File: src/rtl/demux_8x1_wb.sv
// demux_8x1_wb: write-back 1-to-8 slot writer with a one-deep request stage.
// Ports: clk, rst_n, in_valid/in_ready/hold handshake, sel[3:0], din, err_clr,
//        out_we one-hot strobe, q0..q7 held slots, err sticky illegal-sel flag.
// Option: DEMUX_ZERO_SLOT_EN hardwires q0 to zero and drops sel=0 writes.
module demux_8x1_wb #(
  parameter int WIDTH = 32
) (
  input  logic             clk,
  input  logic             rst_n,
  input  logic             in_valid,
  output logic             in_ready,
  input  logic             hold,
  input  logic [3:0]       sel,
  input  logic [WIDTH-1:0] din,
  input  logic             err_clr,
  output logic [7:0]       out_we,
  output logic [WIDTH-1:0] q0,
  output logic [WIDTH-1:0] q1,
  output logic [WIDTH-1:0] q2,
  output logic [WIDTH-1:0] q3,
  output logic [WIDTH-1:0] q4,
  output logic [WIDTH-1:0] q5,
  output logic [WIDTH-1:0] q6,
  output logic [WIDTH-1:0] q7,
  output logic             err
);

`ifdef DEMUX_ZERO_SLOT_EN
  localparam bit ZS = 1'b1;
`else
  localparam bit ZS = 1'b0;
`endif

  typedef struct packed {
    logic             v;
    logic [3:0]       sel;
    logic [WIDTH-1:0] data;
  } stage_t;

  stage_t           st;
  logic             acc;
  logic             ill;
  logic             wr_ok;
  logic [7:0]       we_d;
  logic [WIDTH-1:0] slot [8];

  // Stage always drains in one cycle, so only hold throttles intake.
  assign in_ready = !hold;
  assign acc      = in_valid && in_ready;
  assign ill      = st.v && st.sel[3];

  always_comb begin
    wr_ok = st.v && !st.sel[3];
    if (ZS && st.sel == 4'b0000)
      wr_ok = 1'b0;
    we_d = wr_ok ? (8'b1 << st.sel[2:0]) : 8'b0;
  end

  always_ff @(posedge clk or negedge rst_n) begin
    if (!rst_n) begin
      st <= '0;
    end else if (acc) begin
      st.v    <= 1'b1;
      st.sel  <= sel;
      st.data <= din;
    end else begin
      st.v <= 1'b0;
    end
  end

  always_ff @(posedge clk or negedge rst_n) begin
    if (!rst_n)
      out_we <= '0;
    else
      out_we <= we_d;
  end

  // Set has priority over clear at the same edge.
  always_ff @(posedge clk or negedge rst_n) begin
    if (!rst_n)
      err <= 1'b0;
    else if (ill)
      err <= 1'b1;
    else if (err_clr)
      err <= 1'b0;
  end

  for (genvar k = 0; k < 8; k++) begin : g_slot
    if (ZS && k == 0) begin : g_zero
      assign slot[k] = '0;
    end else begin : g_reg
      always_ff @(posedge clk or negedge rst_n) begin
        if (!rst_n)
          slot[k] <= '0;
        else if (we_d[k])
          slot[k] <= st.data;
      end
    end
  end

  assign q0 = slot[0];
  assign q1 = slot[1];
  assign q2 = slot[2];
  assign q3 = slot[3];
  assign q4 = slot[4];
  assign q5 = slot[5];
  assign q6 = slot[6];
  assign q7 = slot[7];

endmodule

File: config.mk
export PLATFORM = sky130hd
export DESIGN_NAME = demux_8x1_wb
export DESIGN_NICKNAME = d
export VERILOG_FILES = /design/src/rtl/demux_8x1_wb.sv
export SDC_FILE = /design/constraint.sdc
export NUM_CORES = 1
export LEC_CHECK = 0
export ABC_CLOCK_PERIOD_IN_PS = 1970
export BUFFER_PORTS_ARGS = -buffer_cell sky130_fd_sc_hd__buf_2
export CORE_MARGIN = 5
export CORE_UTILIZATION = 41
export DETAILED_ROUTE_END_ITERATION = 7
export GPL_ROUTABILITY_DRIVEN = 0
export SYNTH_ARGS = -nofsm -noshare
export SYNTH_HDL_FRONTEND = slang
export SYNTH_SLANG_ARGS = --single-unit
File: constraint.sdc
create_clock -name clk -period 1.97 [get_ports clk]
set_clock_uncertainty 0.15 [all_clocks]
set_input_delay 0.0985 -clock clk [delete_from_list [all_inputs] [get_ports clk]]
set_output_delay 0.0985 -clock clk [all_outputs]
set_load 0.02 [all_outputs]
==> results of run 1 <==
## worst paths after layout
kind                            depth (start not counted)                from  slack (ps)                  to
max in group asynchronous                               4               rst_n        1190  q4[12]$_DFFE_PN0P_
worst max-delay path                                    5  st[35]$_DFFE_PN0P_          70  q7[27]$_DFFE_PN0P_
worst max register to register                          5  st[35]$_DFFE_PN0P_          70  q7[27]$_DFFE_PN0P_
min in group clk                                        4            in_valid         130  st[24]$_DFFE_PN0P_
worst min register to register                          1  q0[18]$_DFFE_PN0P_         350  q0[18]$_DFFE_PN0P_
worst min-delay path                                    3               rst_n          70  q1[18]$_DFFE_PN0P_
## power breakdown
part | switching, mW | internal [mW]
sequential | 1.45 | 8.61
combinational | 5.01 | 3.65
clock | 2.36 | 3.59
## repair_timing
action	CTS	global route
hold endpoints to repair	340	0
resized for setup	0	3
hold buffers	41	0
setup endpoints to repair	0	42
## through the flow
step	worst slack (ps)	util [%]	instances	cell area, sq um
after floorplan	185	-	650	11400
after global placement	42.8	49.4	1340	13600
after detailed placement	26.1	49.4	1340	13600
after CTS	10.8	54.8	1438	15100
after global routing	13.2	55.0	1439	15200
final	72.9	55.0	1439	15200
## layout make-up
class / count / area, sq um / area share, %
sequential: 302 / 7560 / 49.9
clock inverter: 9 / 98.8 / 0.652
tap: 378 / 473 / 3.12
inverter: 7 / 26.3 / 0.173
clock buffer: 48 / 960 / 6.33
timing repair buffer: 386 / 2460 / 16.3
multi-input combinational: 309 / 3570 / 23.6
## cell usage after synthesis, types with 2 or more instances
master / n
inv_1: 7
nand2_1: 3
dfrtp_1: 302
buf_12: 3
buf_6: 7
mux2_2: 254
nor2_1: 3
mux2_4: 38
buf_2: 18
buf_4: 3
nand2b_1: 2
or3_1: 2
## logic make-up (layout without fill, tap and decap cells)
logic type	count (synthesis)	after routing	share of synthesized area, %
AND/OR/NAND/NOR	16	16	0.804
flip-flops	302	302	66.5
AO/OA/AOI/OAI	1	1	0.0440
multiplexers	292	292	30.2
buffers and inverters	39	450	2.48
## critical path: stages (launching register included)
cell and delay (ps):
dfrtp_1 440, nand2b_4 190, buf_4 150, nor2_4 260
clkbuf_16 250, mux2_2 340
## metal layers
layer	up-vias	share of wire [%]
met3	47	7.4
met5	-	0
met1	3581	43
li1	3090	-
met2	213	47
met4	0	2.7
## registers in the layout (all words and copies together), names as in the netlist
name and cells:
err 1, q4 32, out_we 8, q1 32, q7 32, q0 32, q3 32, q6 32
q2 32, q5 32, st 37
==> summary.md, run 1 <==
| Metric | Value |
|---|---|
| Yosys reg bits | `302` |
| Most common cell after layout, fill and taps aside | `buf_2` |
| Die width | `177 um` |
| Met1 Track Usage GR | `24.6%` |
| DIE AREA | `31200 sq um` |
| Post-synth cell types | `20` |
| RSZ-0062 raised after global routing | `false` |
| Ys async rst share | `100%` |
| Synth warn | `0` |
| Top area cells in the synthesized netlist | `dfrtp_1 66%, mux2_2 25%, mux2_4 5.0%, buf_2 0.79%, buf_6 0.69%` |
| Arrival @ worst endpoint | `2180 ps` |
| Startpoint class of the critical path | `flop` |
| Initial Util | `41.3%` |
| Slew margin rel. | `71.5%` |
| Met3 Usage GRT | `5.29%` |
| Clk root buf | `clkbuf_16` |
| GR peak layer | `met2` |
| Drt drc | `0` |
| Total power | `24.7 mW` |
| First-pass GRT wire length | `45100 um` |
| Antenna-violating nets left | `0` |
| Req. time, crit path | `2250 ps` |
| Post-synth top area share | `66.5%` |
| Grt total ovfl | `0` |
| Setup TNS | `0 ps` |
| Worst skew pair latency | `550 ps` |
| Ratio of final minimum period to clock period | `96.3%` |
| Syn_area_per_cell | `17.5 sq um` |
| Status | `finished, final reports clean` |
| Fin. Hold Viols | `0` |
| Max frequency | `0.527 GHz` |
| Via density | `4.82` |
| GRT Resource Usage Total | `18.6%` |
| DR pass1 iterations | `4` |
| Post-synth EDFFs | `0` |
| Iter 0 DRT Violations | `222` |
| # nets final | `1078` |
| P per Cell Area | `1630 nW/um^2` |
| Initial antenna violation count | `0` |
| Leakage | `7.89 nW` |
| WHS | `73.8 ps` |
| I/O pin count | `307` |
| Clock Path Buffers | `3` |
| Die H | `177 um` |
| Post-DP HPWL | `20600 um` |
| Cells after Synth | `650` |
| Fill count | `2308` |
| Syn Nets | `691` |
| DR vias | `6931` |
| Vias in the first global route | `7293` |
| Synthesized area | `11400 sq um` |
| # diodes | `0` |
| FP Rows | `61` |
| Pin count of the biggest net entering global routing | `47` |
| Largest fanout on the critical path | `9` |
| Most used DFF post-synth | `dfrtp_1` |
| Finish-stage setup viols | `0` |
| Register area share after synthesis | `66.5%` |
| Number of max-slew violations in the final report | `0` |
| Worst-path clk slew | `60 ps` |
| Met2 Use GR | `30.2%` |
| Port Buffers | `306` |
| Clk sinks | `302` |
| Largest area contributor in the netlist | `dfrtp_1` |
| Final WL | `30100 um` |
| Slew at the pin closest to its max-slew limit | `427 ps` |
| Max Cap Viol | `0` |
| CP endpoint kind | `flop` |
| Area growth from synthesis to layout | `33.3%` |
| Cts bufs inserted | `31` |
| Most frequent cells in the layout | `305 x buf_2, 302 x dfrtp_1, 254 x mux2_2` |
| Layout cells sized above 1 | `66.0%` |
| Max VDD drop | `0.00111 V` |
| H-tree levels | `1` |
| Hold Crit Class | `primary input to asynchronous set/reset pin` |
| Routed len/inst | `20.9 um` |
| Critical path type | `flop to flop` |
| CTS tree | `built` |
| Tmin final | `1900 ps` |
| Postcts setup bufs | `0` |
| Core region area | `27600 sq um` |
(Power assumes the default switching activity.)
==> run 2: changes to the inputs <==
--- a/config.mk
+++ b/config.mk
@@ -5,12 +5,13 @@
 export SDC_FILE = /design/constraint.sdc
 export NUM_CORES = 1
 export LEC_CHECK = 0
-export ABC_CLOCK_PERIOD_IN_PS = 1970
+export ABC_CLOCK_PERIOD_IN_PS = 1700
 export BUFFER_PORTS_ARGS = -buffer_cell sky130_fd_sc_hd__buf_2
 export CORE_MARGIN = 5
 export CORE_UTILIZATION = 41
 export DETAILED_ROUTE_END_ITERATION = 7
 export GPL_ROUTABILITY_DRIVEN = 0
+export PLACE_DENSITY = 0.67
 export SYNTH_ARGS = -nofsm -noshare
 export SYNTH_HDL_FRONTEND = slang
 export SYNTH_SLANG_ARGS = --single-unit
==> constraint.sdc (replaced) <==
create_clock -name clk -period 1.7 [get_ports clk]
set_clock_uncertainty 0.15 [all_clocks]
set_input_delay 0.085 -clock clk [delete_from_list [all_inputs] [get_ports clk]]
set_output_delay 0.085 -clock clk [all_outputs]
set_load 0.02 [all_outputs]
==> summary.md, run 2 (synthesized netlist as in run 1, its figures left out) <==
| Metric | Value |
|---|---|
| Via density | `4.88` |
| Tmin final | `1850 ps` |
| Leakage | `8.50 nW` |
| CTS tree | `built` |
| DIE AREA | `31200 sq um` |
| Iter 0 DRT Violations | `320` |
| Initial Util | `41.3%` |
| DR vias | `7290` |
| Most frequent cells in the layout | `305 x buf_2, 296 x dfrtp_1, 157 x mux2_2` |
| Max frequency | `0.542 GHz` |
| Switching power | `10.6 mW` |
| Req. time, crit path | `1980 ps` |
| Worst path slowest cell | `dfrtp_2` |
| Slew at the pin closest to its max-slew limit | `478 ps` |
| Worst skew pair latency | `550 ps` |
| Most common cell after layout, fill and taps aside | `buf_2` |
| Clk sinks | `302` |
| Int Power | `19.0 mW` |
| Startpoint class of the critical path | `flop` |
| Switch share | `35.9%` |
| Fill count | `2111` |
| Cts bufs inserted | `31` |
| Most flop-heavy register | `st` |
| Number of max-slew violations in the final report | `0` |
| Max VDD drop | `0.00139 V` |
| Initial antenna violation count | `1` |
| Clk root buf | `clkbuf_16` |
| Comb pwr share | `37.1%` |
| I/O pin count | `307` |
| Antenna-violating nets left | `0` |
| FP Rows | `61` |
| Post-DP HPWL | `20900 um` |
| CP max stage delay | `440 ps` |
| Failing checks | `negative setup slack` |
| Final Core Density | `59.6%` |
| CP cell instances | `nand3b_1 > buf_4 > nor2_4 > buf_12 > clkbuf_16 > mux2_4` |
| Part of the power in the clock network | `23.0%` |
| Grt total ovfl | `0` |
| Vias in the first global route | `7863` |
| Layout cells sized above 1 | `65.7%` |
| Port Buffers | `306` |
| Clock Path Buffers | `3` |
| Arrival @ worst endpoint | `2130 ps` |
| Area growth from synthesis to layout | `44.5%` |
| H-tree levels | `1` |
| Routed len/inst | `22.4 um` |
| First-pass GRT wire length | `48200 um` |
| Max Cap Viol | `0` |
| WHS | `139 ps` |
| Worst-path clk slew | `60 ps` |
| CP endpoint kind | `flop` |
| Final worst setup slack | `-146 ps` |
| GRT Resource Usage Total | `20.0%` |
| # nets final | `1133` |
| Fin. Hold Viols | `0` |
| Hold Crit Class | `primary input to flop` |
| Core region area | `27600 sq um` |
| Finish-stage setup viols | `224` |
| RSZ-0062 raised after global routing | `true` |
| Slew margin rel. | `68.1%` |
| Die H | `177 um` |
| Ratio of final minimum period to clock period | `109%` |
| DR pass1 iterations | `4` |
| P per Cell Area | `1800 nW/um^2` |
| Largest fanout on the critical path | `9` |
| Drt drc | `0` |
| R2R Setup Slk | `-150 ps` |
| Reg power frac | `39.9%` |
| Status | `finished with violations` |
| Pin count of the biggest net entering global routing | `67` |
| Largest register FFs | `37` |
| Critical path type | `flop to flop` |
| Die width | `177 um` |
| Final WL | `33600 um` |
## run 2: cell type report
class	count	area, sq um	share of cell area, %
Antenna cell	1	2.50	0.0152
Clock buffer	44	915	5.57
Clock inverter	13	121	0.739
Inverter	7	26.3	0.160
Multi-Input combinational cell	309	3980	24.3
Sequential cell	302	7560	46.1
Tap cell	378	473	2.88
Timing Repair Buffer	441	3340	20.3
## run 2: metrics by stage
stage               worst slack, ps  instance area [sq um]  std cells  TNS, ps  total power, mW
floorplan                     -85.1                  11400        650    -6700             17.6
global placement               -231                  13600       1339   -32990             21.7
detailed placement             -257                  13600       1339   -41340             21.9
CTS                            -103                  15800       1480   -12830             29.4
global route                   -202                  16400       1495   -27340             31.0
finish                         -146                  16400       1495   -17600             29.6
## run 2: power by group through the flow
stage	combinational (mW)	clock, mW	sequential, mW
6_report	11.0	6.81	11.8
2_1_floorplan	2.75	0	14.9
3_3_place_gp	9.96	0	11.7
3_5_place_dp	10.1	0	11.8
4_1_cts	10.7	7.02	11.8
5_1_grt	11.5	7.32	12.2
## run 2: final timing paths
kind                                         start            endpoint  cells after the start
worst max-delay path            st[34]$_DFFE_PN0P_  q3[21]$_DFFE_PN0P_                      6
worst min-delay path                       err_clr     err$_DFFE_PN0P_                      3
worst max register to register  st[34]$_DFFE_PN0P_  q3[21]$_DFFE_PN0P_                      6
worst min register to register  q5[18]$_DFFE_PN0P_  q5[18]$_DFFE_PN0P_                      1
max in group asynchronous                    rst_n  q5[10]$_DFFE_PN0P_                      4
min in group asynchronous                    rst_n  q0[11]$_DFFE_PN0P_                      3
## run 2: what timing repair did
action | 4_1_cts | 5_1_grt
hold endpoints to repair | 340 | 0
cloned | 4 | 12
resized for setup | 73 | 97
hold buffers | 71 | 0
endpoints found under the setup margin | 257 | 259
pin swaps | 1 | 4
setup buffers | 9 | 5
## run 2: critical path, delay by kind of cell, from the launching register on
family	cells	cell delay [ps]
buffers and inverters	3	490
DFF	1	440
muxes	1	300
and+or+nand+nor	2	330
## run 2: metal layers
layer	up-vias	wire, um	share of wire [%]	track usage (%)
li1	3191	-	-	-
met4	2	1640	4.9	8.70
met1	3766	13700	41	25.4
met5	-	21	0.063	1.12
met3	89	2040	6.1	5.33
met2	242	16200	48	32.4
==> run 3: changes to the inputs <==
--- a/config.mk
+++ b/config.mk
@@ -12,6 +12,7 @@
 export DETAILED_ROUTE_END_ITERATION = 7
 export GPL_ROUTABILITY_DRIVEN = 0
 export PLACE_DENSITY = 0.67
+export SKIP_CTS_REPAIR_TIMING = 1
 export SYNTH_ARGS = -nofsm -noshare
 export SYNTH_HDL_FRONTEND = slang
 export SYNTH_SLANG_ARGS = --single-unit
==> summary.md, run 3 (synthesized netlist as in run 1, its figures left out) <==
| Metric | Value |
|---|---|
| Status | `finished with violations` |
| Failing checks | `negative setup slack` |
| Max Cap Viol | `0` |
| Slew margin rel. | `45.6%` |
| Routed len/inst | `22.8 um` |
| Post-DP HPWL | `20900 um` |
| Reg power frac | `40.1%` |
| Initial Util | `41.3%` |
| Tmin final | `1820 ps` |
| Final WL | `33700 um` |
| Core region area | `27600 sq um` |
| GRT Resource Usage Total | `18.8%` |
| Grt total ovfl | `0` |
| CTS tree | `built` |
| Switching power | `10.6 mW` |
| Finish-stage setup viols | `262` |
| Worst skew pair latency | `560 ps` |
| DR pass1 iterations | `4` |
| Part of the power in the clock network | `23.2%` |
| Pin count of the biggest net entering global routing | `67` |
| Cts bufs inserted | `31` |
| Clk root buf | `clkbuf_16` |
| # diodes | `0` |
| H-tree levels | `1` |
| Via density | `4.89` |
| Slew at the pin closest to its max-slew limit | `813 ps` |
| DIE AREA | `31200 sq um` |
| P per Cell Area | `1830 nW/um^2` |
| DR vias | `7229` |
| FP Rows | `61` |
| Critical path type | `flop to flop` |
| Final Core Density | `58.3%` |
| Max frequency | `0.550 GHz` |
| CP endpoint kind | `flop` |
| Fin. Hold Viols | `0` |
| Max VDD drop | `0.00134 V` |
| Number of max-slew violations in the final report | `0` |
| Arrival @ worst endpoint | `2100 ps` |
| Die width | `177 um` |
| Die H | `177 um` |
| Most common cell after layout, fill and taps aside | `buf_2` |
| Final worst setup slack | `-118 ps` |
| Ratio of final minimum period to clock period | `107%` |
| Int Power | `18.8 mW` |
| RSZ-0062 raised after global routing | `true` |
| Hold Crit Class | `primary input to flop` |
| Initial antenna violation count | `0` |
| WHS | `135 ps` |
| First-pass GRT wire length | `45400 um` |
| Layout cells sized above 1 | `65.8%` |
| Req. time, crit path | `1980 ps` |
| Most flop-heavy register | `st` |
| Iter 0 DRT Violations | `307` |
| Drt drc | `0` |
| Clk sinks | `302` |
| Largest fanout on the critical path | `5` |
| Clock Path Buffers | `3` |
| Largest register FFs | `37` |
| DP Worst Slack | `-257 ps` |
| Leakage | `8.36 nW` |
| Area growth from synthesis to layout | `41.3%` |
| Switch share | `36.1%` |
| Worst-path clk slew | `60 ps` |
| I/O pin count | `307` |
| Startpoint class of the critical path | `flop` |
| # nets final | `1117` |
| Antenna-violating nets left | `0` |
| Vias in the first global route | `7244` |
| Port Buffers | `306` |
| Most frequent cells in the layout | `305 x buf_2, 301 x dfrtp_1, 168 x mux2_2` |
| Comb pwr share | `36.7%` |
-- run 3: cell types whose count changed in the layout (fill, tap and decap cells not counted), moves of 3 or more --
cell,previous run,this run
buf_12,23,20
buf_16,4,0
buf_4,13,20
buf_6,12,7
buf_8,3,6
dfrtp_1,296,301
dfrtp_2,6,1
dlygate4sd3_1,71,58
mux2_2,157,168
mux2_4,135,124
-- run 3: layout make-up --
cell class,instances,area (sq um)
Fill cell,2151,11500
Sequential cell,302,7560
Multi-Input combinational cell,309,3920
Timing Repair Buffer,425,3050
Clock buffer,44,915
Tap cell,378,473
Clock inverter,13,121
Inverter,7,26.3
-- run 3: path summary, 6_finish.rpt --
path                                     from            endpoint  slack, ps  cells after the start
setup / recovery           st[34]$_DFFE_PN0P_  q3[13]$_DFFE_PN0P_       -120                      6
hold / removal                        err_clr     err$_DFFE_PN0P_        140                      3
setup reg to reg           st[34]$_DFFE_PN0P_  q3[13]$_DFFE_PN0P_       -120                      6
hold reg to reg            q5[18]$_DFFE_PN0P_  q5[18]$_DFFE_PN0P_        350                      1
max in group asynchronous               rst_n  q5[10]$_DFFE_PN0P_        250                      4
min in group asynchronous               rst_n   q3[5]$_DFFE_PN0P_        420                      3
-- run 3: stage by stage --
stage | instances | TNS [ps] | total power, mW | area [sq um]
after CTS | 1396 | -46570 | 28.9 | 14600
after global routing | 1478 | -30960 | 30.8 | 16100
after floorplan | 650 | -6700 | 17.6 | 11400
final | 1478 | -16270 | 29.4 | 16100
after global placement | 1339 | -32990 | 21.7 | 13600
after detailed placement | 1339 | -41340 | 21.9 | 13600
-- run 3: metal layers --
layer	wire length (um)	vias up	GRT usage, %
li1	-	3140	-
met1	13900	3780	24.4
met5	0	-	0
met3	2040	67	5.25
met4	1060	0	5.19
met2	16700	242	31.1
-- run 3: power by group through the flow --
| stage | Combinational (mW) | Sequential (mW) | Clock (mW) |
|---|---|---|---|
| after global routing | 11.3 | 12.1 | 7.33 |
| after floorplan | 2.75 | 14.9 | 0 |
| after CTS | 10.1 | 11.7 | 7.02 |
| final | 10.8 | 11.8 | 6.82 |
| after global placement | 9.96 | 11.7 | 0 |
| after detailed placement | 10.1 | 11.8 | 0 |
-- run 3: worst max-delay path, stage by stage, from the launching register on --
cell,delay (ps)
dfrtp_1,420
nand3b_1,210
buf_4,160
nor2_4,90
buf_4,170
clkbuf_16,160
mux2_2,320
